$ cat src/rtl/fpu_stream_pkg.sv
// Shared types and constants for the FP16 subtract stream shell.
//   FP16_W          : FP16 word width
//   fp16_t          : FP16 word
//   result_entry_t  : buffered result entry {err, data}
//   FP16_QNAN_NEG / FP16_ONE : well-known FP16 encodings
package fpu_stream_pkg;

    localparam int unsigned FP16_W = 16;

    typedef logic [FP16_W-1:0] fp16_t;

    typedef struct packed {
        logic  err;
        fp16_t data;
    } result_entry_t;

    localparam int unsigned RESULT_ENTRY_W = $bits(result_entry_t);

    localparam fp16_t FP16_QNAN_NEG = 16'hFE00;
    localparam fp16_t FP16_ONE      = 16'h3C00;

endpackage

$ cat src/rtl/fpu_sync_fifo.sv
// First-word-fall-through synchronous FIFO with occupancy count.
//   clk_i   : clock
//   rst_i   : synchronous active-high reset (clears pointers and count)
//   push_i  : write data_i this cycle
//   data_i  : write data
//   pop_i   : consume head entry (ignored while empty)
//   data_o  : head entry, zero while empty
//   valid_o : FIFO non-empty
//   count_o : number of stored entries
module fpu_sync_fifo #(
    parameter int unsigned WIDTH = 17,
    parameter int unsigned DEPTH = 8,
    parameter int unsigned CNT_W = $clog2(DEPTH + 1)
) (
    input  logic             clk_i,
    input  logic             rst_i,
    input  logic             push_i,
    input  logic [WIDTH-1:0] data_i,
    input  logic             pop_i,
    output logic [WIDTH-1:0] data_o,
    output logic             valid_o,
    output logic [CNT_W-1:0] count_o
);

    localparam int unsigned PTR_W = (DEPTH > 1) ? $clog2(DEPTH) : 1;

    logic [WIDTH-1:0] mem_q [DEPTH];
    logic [PTR_W-1:0] wr_ptr_q, wr_ptr_d;
    logic [PTR_W-1:0] rd_ptr_q, rd_ptr_d;
    logic [CNT_W-1:0] count_q, count_d;
    logic             do_pop;

    // Pointer increment wrapping modulo DEPTH
    function automatic logic [PTR_W-1:0] ptr_inc(input logic [PTR_W-1:0] p);
        return (p == PTR_W'(DEPTH - 1)) ? '0 : p + PTR_W'(1);
    endfunction

    assign valid_o = (count_q != '0);
    assign do_pop  = pop_i & valid_o;
    assign data_o  = valid_o ? mem_q[rd_ptr_q] : '0;
    assign count_o = count_q;

    // Next-state pointers and occupancy
    always_comb begin
        wr_ptr_d = wr_ptr_q;
        rd_ptr_d = rd_ptr_q;
        count_d  = count_q;
        if (push_i) begin
            wr_ptr_d = ptr_inc(wr_ptr_q);
        end
        if (do_pop) begin
            rd_ptr_d = ptr_inc(rd_ptr_q);
        end
        case ({push_i, do_pop})
            2'b10:   count_d = count_q + CNT_W'(1);
            2'b01:   count_d = count_q - CNT_W'(1);
            default: count_d = count_q;
        endcase
    end

    always_ff @(posedge clk_i) begin
        if (rst_i) begin
            wr_ptr_q <= '0;
            rd_ptr_q <= '0;
            count_q  <= '0;
        end else begin
            wr_ptr_q <= wr_ptr_d;
            rd_ptr_q <= rd_ptr_d;
            count_q  <= count_d;
        end
    end

    // Storage needs no reset: the cleared count hides stale entries
    always_ff @(posedge clk_i) begin
        if (push_i) begin
            mem_q[wr_ptr_q] <= data_i;
        end
    end

    // Writing a full FIFO is only legal when the head leaves in the same cycle
    always_ff @(posedge clk_i) begin
        if (!rst_i) begin
            a_no_overflow: assert (!(push_i && !do_pop && (count_q == CNT_W'(DEPTH))));
        end
    end

endmodule

$ cat src/rtl/fpu_sub_stream_ctrl.sv
// AXI-Stream flow-control shell around the fixed-latency FP16 subtract pipe.
// Joins the A/B operand streams, tracks in-flight pairs with a latency-matched
// shift register and buffers every retired result in a FWFT FIFO. Issue is
// gated by credit so the FIFO can never overflow.
//   aclk, areset          : clock, synchronous active-high reset
//   s_axis_a_* / s_axis_b_*: operand streams (FP16)
//   pipe_a/b_tdata, pipe_tvalid        : to the subtract pipe
//   pipe_result_tdata/tvalid           : from the subtract pipe
//   m_axis_result_*       : buffered results, tuser = 1 marks a pipe error
// Build option: FPU_ERR_DROP_EN drops error results (credit is still freed)
// and ties m_axis_result_tuser to 0.
module fpu_sub_stream_ctrl
    import fpu_stream_pkg::*;
#(
    parameter int unsigned PIPE_LATENCY = 6,
    parameter int unsigned FIFO_DEPTH   = 8,
    parameter int unsigned CNT_W        = $clog2(FIFO_DEPTH + 1)
) (
    input  logic        aclk,
    input  logic        areset,
    input  logic [15:0] s_axis_a_tdata,
    input  logic        s_axis_a_tvalid,
    output logic        s_axis_a_tready,
    input  logic [15:0] s_axis_b_tdata,
    input  logic        s_axis_b_tvalid,
    output logic        s_axis_b_tready,
    output logic [15:0] pipe_a_tdata,
    output logic [15:0] pipe_b_tdata,
    output logic        pipe_tvalid,
    input  logic [15:0] pipe_result_tdata,
    input  logic        pipe_result_tvalid,
    output logic [15:0] m_axis_result_tdata,
    output logic        m_axis_result_tuser,
    output logic        m_axis_result_tvalid,
    input  logic        m_axis_result_tready
);

    localparam int unsigned SUM_W = CNT_W + 1;

    logic [PIPE_LATENCY-1:0] issue_sr_q, issue_sr_d;
    logic [CNT_W-1:0]        inflight_q, inflight_d;
    logic [CNT_W-1:0]        fifo_count;
    logic                    credit_ok;
    logic                    issue;
    logic                    retire;
    logic                    push;
    logic                    head_valid;
    result_entry_t           push_entry;
    result_entry_t           head_entry;

    // Every buffered or in-flight result holds one FIFO slot
    assign credit_ok = (SUM_W'(fifo_count) + SUM_W'(inflight_q)) < SUM_W'(FIFO_DEPTH);

    // Join: both operands are consumed together or not at all
    assign issue           = s_axis_a_tvalid & s_axis_b_tvalid & credit_ok & ~areset;
    assign s_axis_a_tready = s_axis_b_tvalid & credit_ok & ~areset;
    assign s_axis_b_tready = s_axis_a_tvalid & credit_ok & ~areset;

    assign pipe_a_tdata = s_axis_a_tdata;
    assign pipe_b_tdata = s_axis_b_tdata;
    assign pipe_tvalid  = issue;

    // Pipe outputs are only trusted when a tracked issue reaches the end
    assign retire = issue_sr_q[PIPE_LATENCY-1];

`ifdef FPU_ERR_DROP_EN
    assign push       = retire & pipe_result_tvalid;
    assign push_entry = '{err: 1'b0, data: pipe_result_tdata};
`else
    assign push       = retire;
    assign push_entry = '{err: ~pipe_result_tvalid, data: pipe_result_tdata};
`endif

    // Issue tracking next state
    always_comb begin
        issue_sr_d = PIPE_LATENCY'({issue_sr_q, issue});
        inflight_d = inflight_q;
        case ({issue, retire})
            2'b10:   inflight_d = inflight_q + CNT_W'(1);
            2'b01:   inflight_d = inflight_q - CNT_W'(1);
            default: inflight_d = inflight_q;
        endcase
    end

    always_ff @(posedge aclk) begin
        if (areset) begin
            issue_sr_q <= '0;
            inflight_q <= '0;
        end else begin
            issue_sr_q <= issue_sr_d;
            inflight_q <= inflight_d;
        end
    end

    fpu_sync_fifo #(
        .WIDTH (RESULT_ENTRY_W),
        .DEPTH (FIFO_DEPTH),
        .CNT_W (CNT_W)
    ) u_result_fifo (
        .clk_i   (aclk),
        .rst_i   (areset),
        .push_i  (push),
        .data_i  (push_entry),
        .pop_i   (m_axis_result_tready),
        .data_o  (head_entry),
        .valid_o (head_valid),
        .count_o (fifo_count)
    );

    // Head entry is all-zero while the FIFO is empty
    assign m_axis_result_tvalid = head_valid;
    assign m_axis_result_tdata  = head_entry.data;
    assign m_axis_result_tuser  = head_entry.err;

endmodule

$ cat config.mk
export PLATFORM = sky130hd
export DESIGN_NAME = fpu_sub_stream_ctrl
export DESIGN_NICKNAME = d
export VERILOG_FILES = /design/src/rtl/fpu_stream_pkg.sv /design/src/rtl/fpu_sync_fifo.sv /design/src/rtl/fpu_sub_stream_ctrl.sv
export SDC_FILE = /design/constraint.sdc
export NUM_CORES = 1
export LEC_CHECK = 0
export CAP_MARGIN = 20
export CORE_UTILIZATION = 30
export CTS_CLUSTER_SIZE = 28
export DETAILED_ROUTE_END_ITERATION = 10
export SKIP_CTS_REPAIR_TIMING = 1
export SYNTH_ARGS = -nofsm -noshare
export SYNTH_HDL_FRONTEND = slang
export SYNTH_SLANG_ARGS = --single-unit
$ cat constraint.sdc
create_clock -name aclk -period 6.9 [get_ports aclk]
set_clock_uncertainty 0.1 [all_clocks]
set_input_delay 2.07 -clock aclk [delete_from_list [all_inputs] [get_ports aclk]]
set_output_delay 2.07 -clock aclk [all_outputs]
set_load 0.02 [all_outputs]
# Yosys cells after proc, flatten, opt, wreduce, memory -nomap -nowiden
# Memory sizes are Yosys's and may differ from the RTL's. A register that Yosys moved wholly into a read port is not among the register bits.
# Cells that the tools add are included.
[word_totals] reg_bits=20 mem_bits_rw=136 input_bits=54 out_inout_bits=53 wordCells=42 n_memories=1
[op_classes] n_addsub=7 magnitude_cmp=1 n_eq_ne=6 mux=9 n_bitwise=10 reduce_logical=3
[mem_list] memory="u_result_fifo.mem_q" words=8 width=17 read_ports=1 rd_ports_with_merged_regs=1 wr=1 line="fpu_sync_fifo.sv:27" rtl="logic [WIDTH-1:0] mem_q [DEPTH];"
[op_table] operator="$mux 17" n=1
[op_table] operator="$pmux 4 s2" n=2
[op_table] operator="$mux 3" n=4
[op_table] operator="$add 4x1->4 const B" n=2
[op_table] operator="$and 1x1->1" n=8
[op_table] operator="$sub 4x1->4 const B" n=2
[op_table] operator="$add 3x1->3 const B" n=2
[op_table] operator="$eq 3x3->1 const B" n=2
[op_table] operator="$add 4x4->5" n=1
[op_table] operator="$lt 5x4->1 const B" n=1
[op_table] operator="$eq 2x1->1 const B" n=2
[op_table] operator="$eq 2x2->1 const B" n=2
[op_table] operator="$reduce_bool 2->1" n=2
[op_table] operator="$reduce_bool 4->1" n=1
[op_table] operator="$mux 1" n=2
[op_table] operator="$not 1->1" n=2

# Depth between registers and ports, before layout
[logic_depth] word_depth=6 ltp_mapped=12

# Cells and area by module
# Synthesis repeated with hierarchy kept, for this count alone.
[hier_totals] hier_cells=374 area_unflattened_um2=6578.8
[modules_own_cells] mod="fpu_sync_fifo" n_inst=1 cells_each=290 area_each_um2=5854.4 seq_area_each_um2=4344.2
[modules_own_cells] mod="fpu_sub_stream_ctrl" n_inst=1 cells_each=84 area_each_um2=724.4 seq_area_each_um2=200.2

# Worst setup path before layout
# OpenSTA, ideal clock, no wires.
[synth_path] path_type="input -> output" startpoint="in areset" endpoint="out s_axis_b_tready" arrival_ns=2.790 required_time_ns=4.730 setup_slack_ns=1.940 cell_stages=2 path_buffers=1 cell_sequence="clkbuf_1 nor3b_1"
[synth_via] elab_chain_cells=2
[synth_lines] item="start: declaration" line="fpu_sub_stream_ctrl.sv:20" rtl="input logic areset,"
[synth_lines] item="$not 1->1" line="fpu_sub_stream_ctrl.sv:57" rtl="assign s_axis_b_tready = s_axis_a_tvalid & credit_ok & ~areset;"
[synth_lines] item="$and 1x1->1" line="fpu_sub_stream_ctrl.sv:57"
[synth_lines] item="end: declaration" line="fpu_sub_stream_ctrl.sv:26" rtl="output logic s_axis_b_tready,"
# No other way between the ends.

# Worst setup path in the final report
[layout_path] startpoint="in areset" endpoint="out pipe_tvalid"
[layout_via] elab_chain_cells=2
[layout_lines] item="$not 1->1" line="fpu_sub_stream_ctrl.sv:55" rtl="assign issue = s_axis_a_tvalid & s_axis_b_tvalid & credit_ok & ~areset;"
[layout_lines] item="$and 1x1->1" line="fpu_sub_stream_ctrl.sv:55"
[layout_lines] item="end: declaration" line="fpu_sub_stream_ctrl.sv:29" rtl="output logic pipe_tvalid,"
# No other way between the ends.

==> run metrics <==
DP HPWL 7310 um; CTS buffer count 17; Synth Area in Compound Gates 1.39%; R2R depth 11; Hold Path Class flip-flop to flip-flop; First DRT Iteration DRCs 165; Yosys reg bits 159; yosys warns 0; critical path's most frequent cell clkdlybuf4s50_1; CTS max path bufs 2; final design utilization 36.3%; period utilisation layout 85.1%; Post-synth top cells 136 x edfxtp_1, 38 x nor2_1, 34 x buf_4, 34 x mux4_2, 23 x dfxtp_1; TritonCTS clock tree done; Vias per Instance 4.55; max frequency 170 MHz; post-synthesis adder-cell area fraction 3.09%; via count around 3100; Netlist cell types 34; CTS clk-pin slew, worst paths 70 ps; final hold viol count 0; end of the worst hold path issue_sr_q[5]; fin crit period 5870 ps; FF-to-FF setup slack 3850 ps; grt ovf 0; die area 22400 um^2; area share of the largest cell type after synthesis 62.3%; static leakage 2.45 nW; setup tns final 0 ps; total core area 21200 um^2; Slew @ Worst Pin 809 ps; Reg-to-Reg End inflight_q[3]; Root Buffer clkbuf_16; Synth Area in Simple Gates 5.32%; worst-path cell chain clkdlybuf4s50_1 -> buf_4 -> nor3b_2 -> and2_1 -> clkdlybuf4s50_1; crit path DAT 3700 ps; WL final between 10000 and 15000 um; CTS H-Tree Depth 4; post-route ant nets 0; CP startpoint kind input port; Net Count, Synth 443; share of cells above drive strength 1 20.9%; GPL Wtd Cong 0.699; syn_area_per_cell roughly 18 um^2; max_cap viols 0; ys flop type edfxtp_1; Pwr Density 258 nW/um^2; Hold Crit Start issue_sr_q[4]; vias in the first global route 3437; Post-synth EDFFs 136; total power between 1.5 and 2 mW; site row count 53; ant diodes 0; # DRC 0; starting density of the core 30.9%; critical path's slowest cell clkdlybuf4s50_1; multiplexer area fraction after synthesis 14.7%; initial antenna violation count 1; fraction of registers with async set/reset 0%; worst-path maximum fanout 21; Worst Hold Path Cells 1; Mapped Cells 374; CP bufs+invs 3; Synth Area in XOR/XNOR 0.534%; Finished Layout Cells around 700; status finished, final reports clean; Layout area overhead 17.5%; # port buffers 42; worst vdd ir about 130 uV; largest net degree at the start of global routing 23; top-count cell post-synth edfxtp_1; Critical R2R Launch u_result_fifo.count_o[1]; Routed wire per std cell 17.5 um; RSZ-0062 raised after global routing false; Final setup viols 0; Synth area leader edfxtp_1; sequential fraction of the synthesis area 69.3%; Die X between 100 and 150 um; GRT Resource Usage Total 11.4%; crit end category output port; cell area after synthesis approximately 6600 um^2; largest family of logic cells by synthesized area multiplexers; final slew viol count 0; Num Clock Sinks 159; first-pass iteration count of the detailed router 4; height of the die 150 um; Final nets 472; CP delay by family, top buffers and inverters; # IOs 107; kind of critical path input port to output port; worst-skew pair later-pin latency 410 ps; Slew headroom 46.1%; first-pass GRT wire length 18700 um; Synth area leaders edfxtp_1 62%, mux4_2 12%, dfxtp_1 7.0%, buf_4 3.9%, mux2i_1 3.1%; Hold Slack approximately 340 ps; CP max stage delay 600 ps; CP Data Required Time around 4700 ps; Placed Instances 659
[worst register-to-register path, delay by kind of cell, from the launching register on]
kind / cells / cell delay [ps]
adder cells (fa/ha/maj): 3 / 840
flip-flops: 1 / 460
AND/OR/NAND/NOR: 3 / 830
AO/OA/AOI/OAI: 5 / 750
[stage by stage]
stage	worst slack [ps]	cell area, um^2
6_report	1030	7710
5_1_grt	971	7710
4_1_cts	1020	7710
3_5_place_dp	1030	7120
3_3_place_gp	1070	7100
2_1_floorplan	1940	6560
[sequential cells by signal, summed over array words and instances, names as in the netlist, named ones only]
| register | cells |
|---|---|
| u_result_fifo.mem_q | 136 |
| issue_sr_q | 6 |
| inflight_q | 4 |
| u_result_fifo.count_o | 4 |
| u_result_fifo.rd_ptr_q | 3 |
| u_result_fifo.wr_ptr_q | 3 |
[power breakdown]
part	switching, mW	leakage [nW]	internal [mW]
logic	0.0199	0.756	0.0181
clock network	0.422	0.286	0.487
registers	0.00162	1.41	1.04
[per-layer routing]
layer	wire length [um]	track usage [%]	up-vias
met5	13	0	-
met4	250	4.90	2
met3	574	2.56	32
met2	6180	19.9	64
met1	5070	13.3	1583
li1	-	-	1461
[final cells by class]
cell class              instances  area [um^2]
clock inverters                15          163
clock buffers                  17          425
well taps                     275          344
inverters                      11         41.3
flip-flops and latches        159         4550
multi-input cells             158         1650
fillers                      1974        13500
repair buffers                 56          533
[layout by cell type (no fill, tap or decap), types with 3 or more instances in the layout]
master	netlist	layout
inv_8	0	6
inv_1	10	10
nor2b_1	5	5
clkdlybuf4s50_1	0	42
edfxtp_1	136	136
ha_1	13	13
mux2i_1	20	20
dfxtp_1	23	22
clkbuf_16	0	17
a21oi_1	13	13
clkinv_8	0	3
mux4_2	34	34
nor2_1	38	38
nand2b_1	3	3
xor2_1	4	4
inv_6	0	3
buf_4	34	13
nand2_1	5	5
[kinds of logic after synthesis]
logic type                 count (synthesis)
DFF                                      159
and+or+nand+nor                           68
buffers and inverters                     57
muxes                                     54
AOI/OAI and AO/OA                         17
adders and majority gates                 15
xor gates and xnor gates                   4
[worst max-delay path by stage]
stage | from | to | slack [ps] | cells past startpoint
after global routing | areset | pipe_tvalid | 970 | 5
after global placement | areset | pipe_tvalid | 1070 | 5
after detailed placement | areset | pipe_tvalid | 1030 | 5
final | areset | pipe_tvalid | 1030 | 5
after CTS | areset | pipe_tvalid | 1020 | 5
after floorplan | areset | s_axis_b_tready | 1940 | 2
Note: power is estimated with default switching activity, not from simulation.
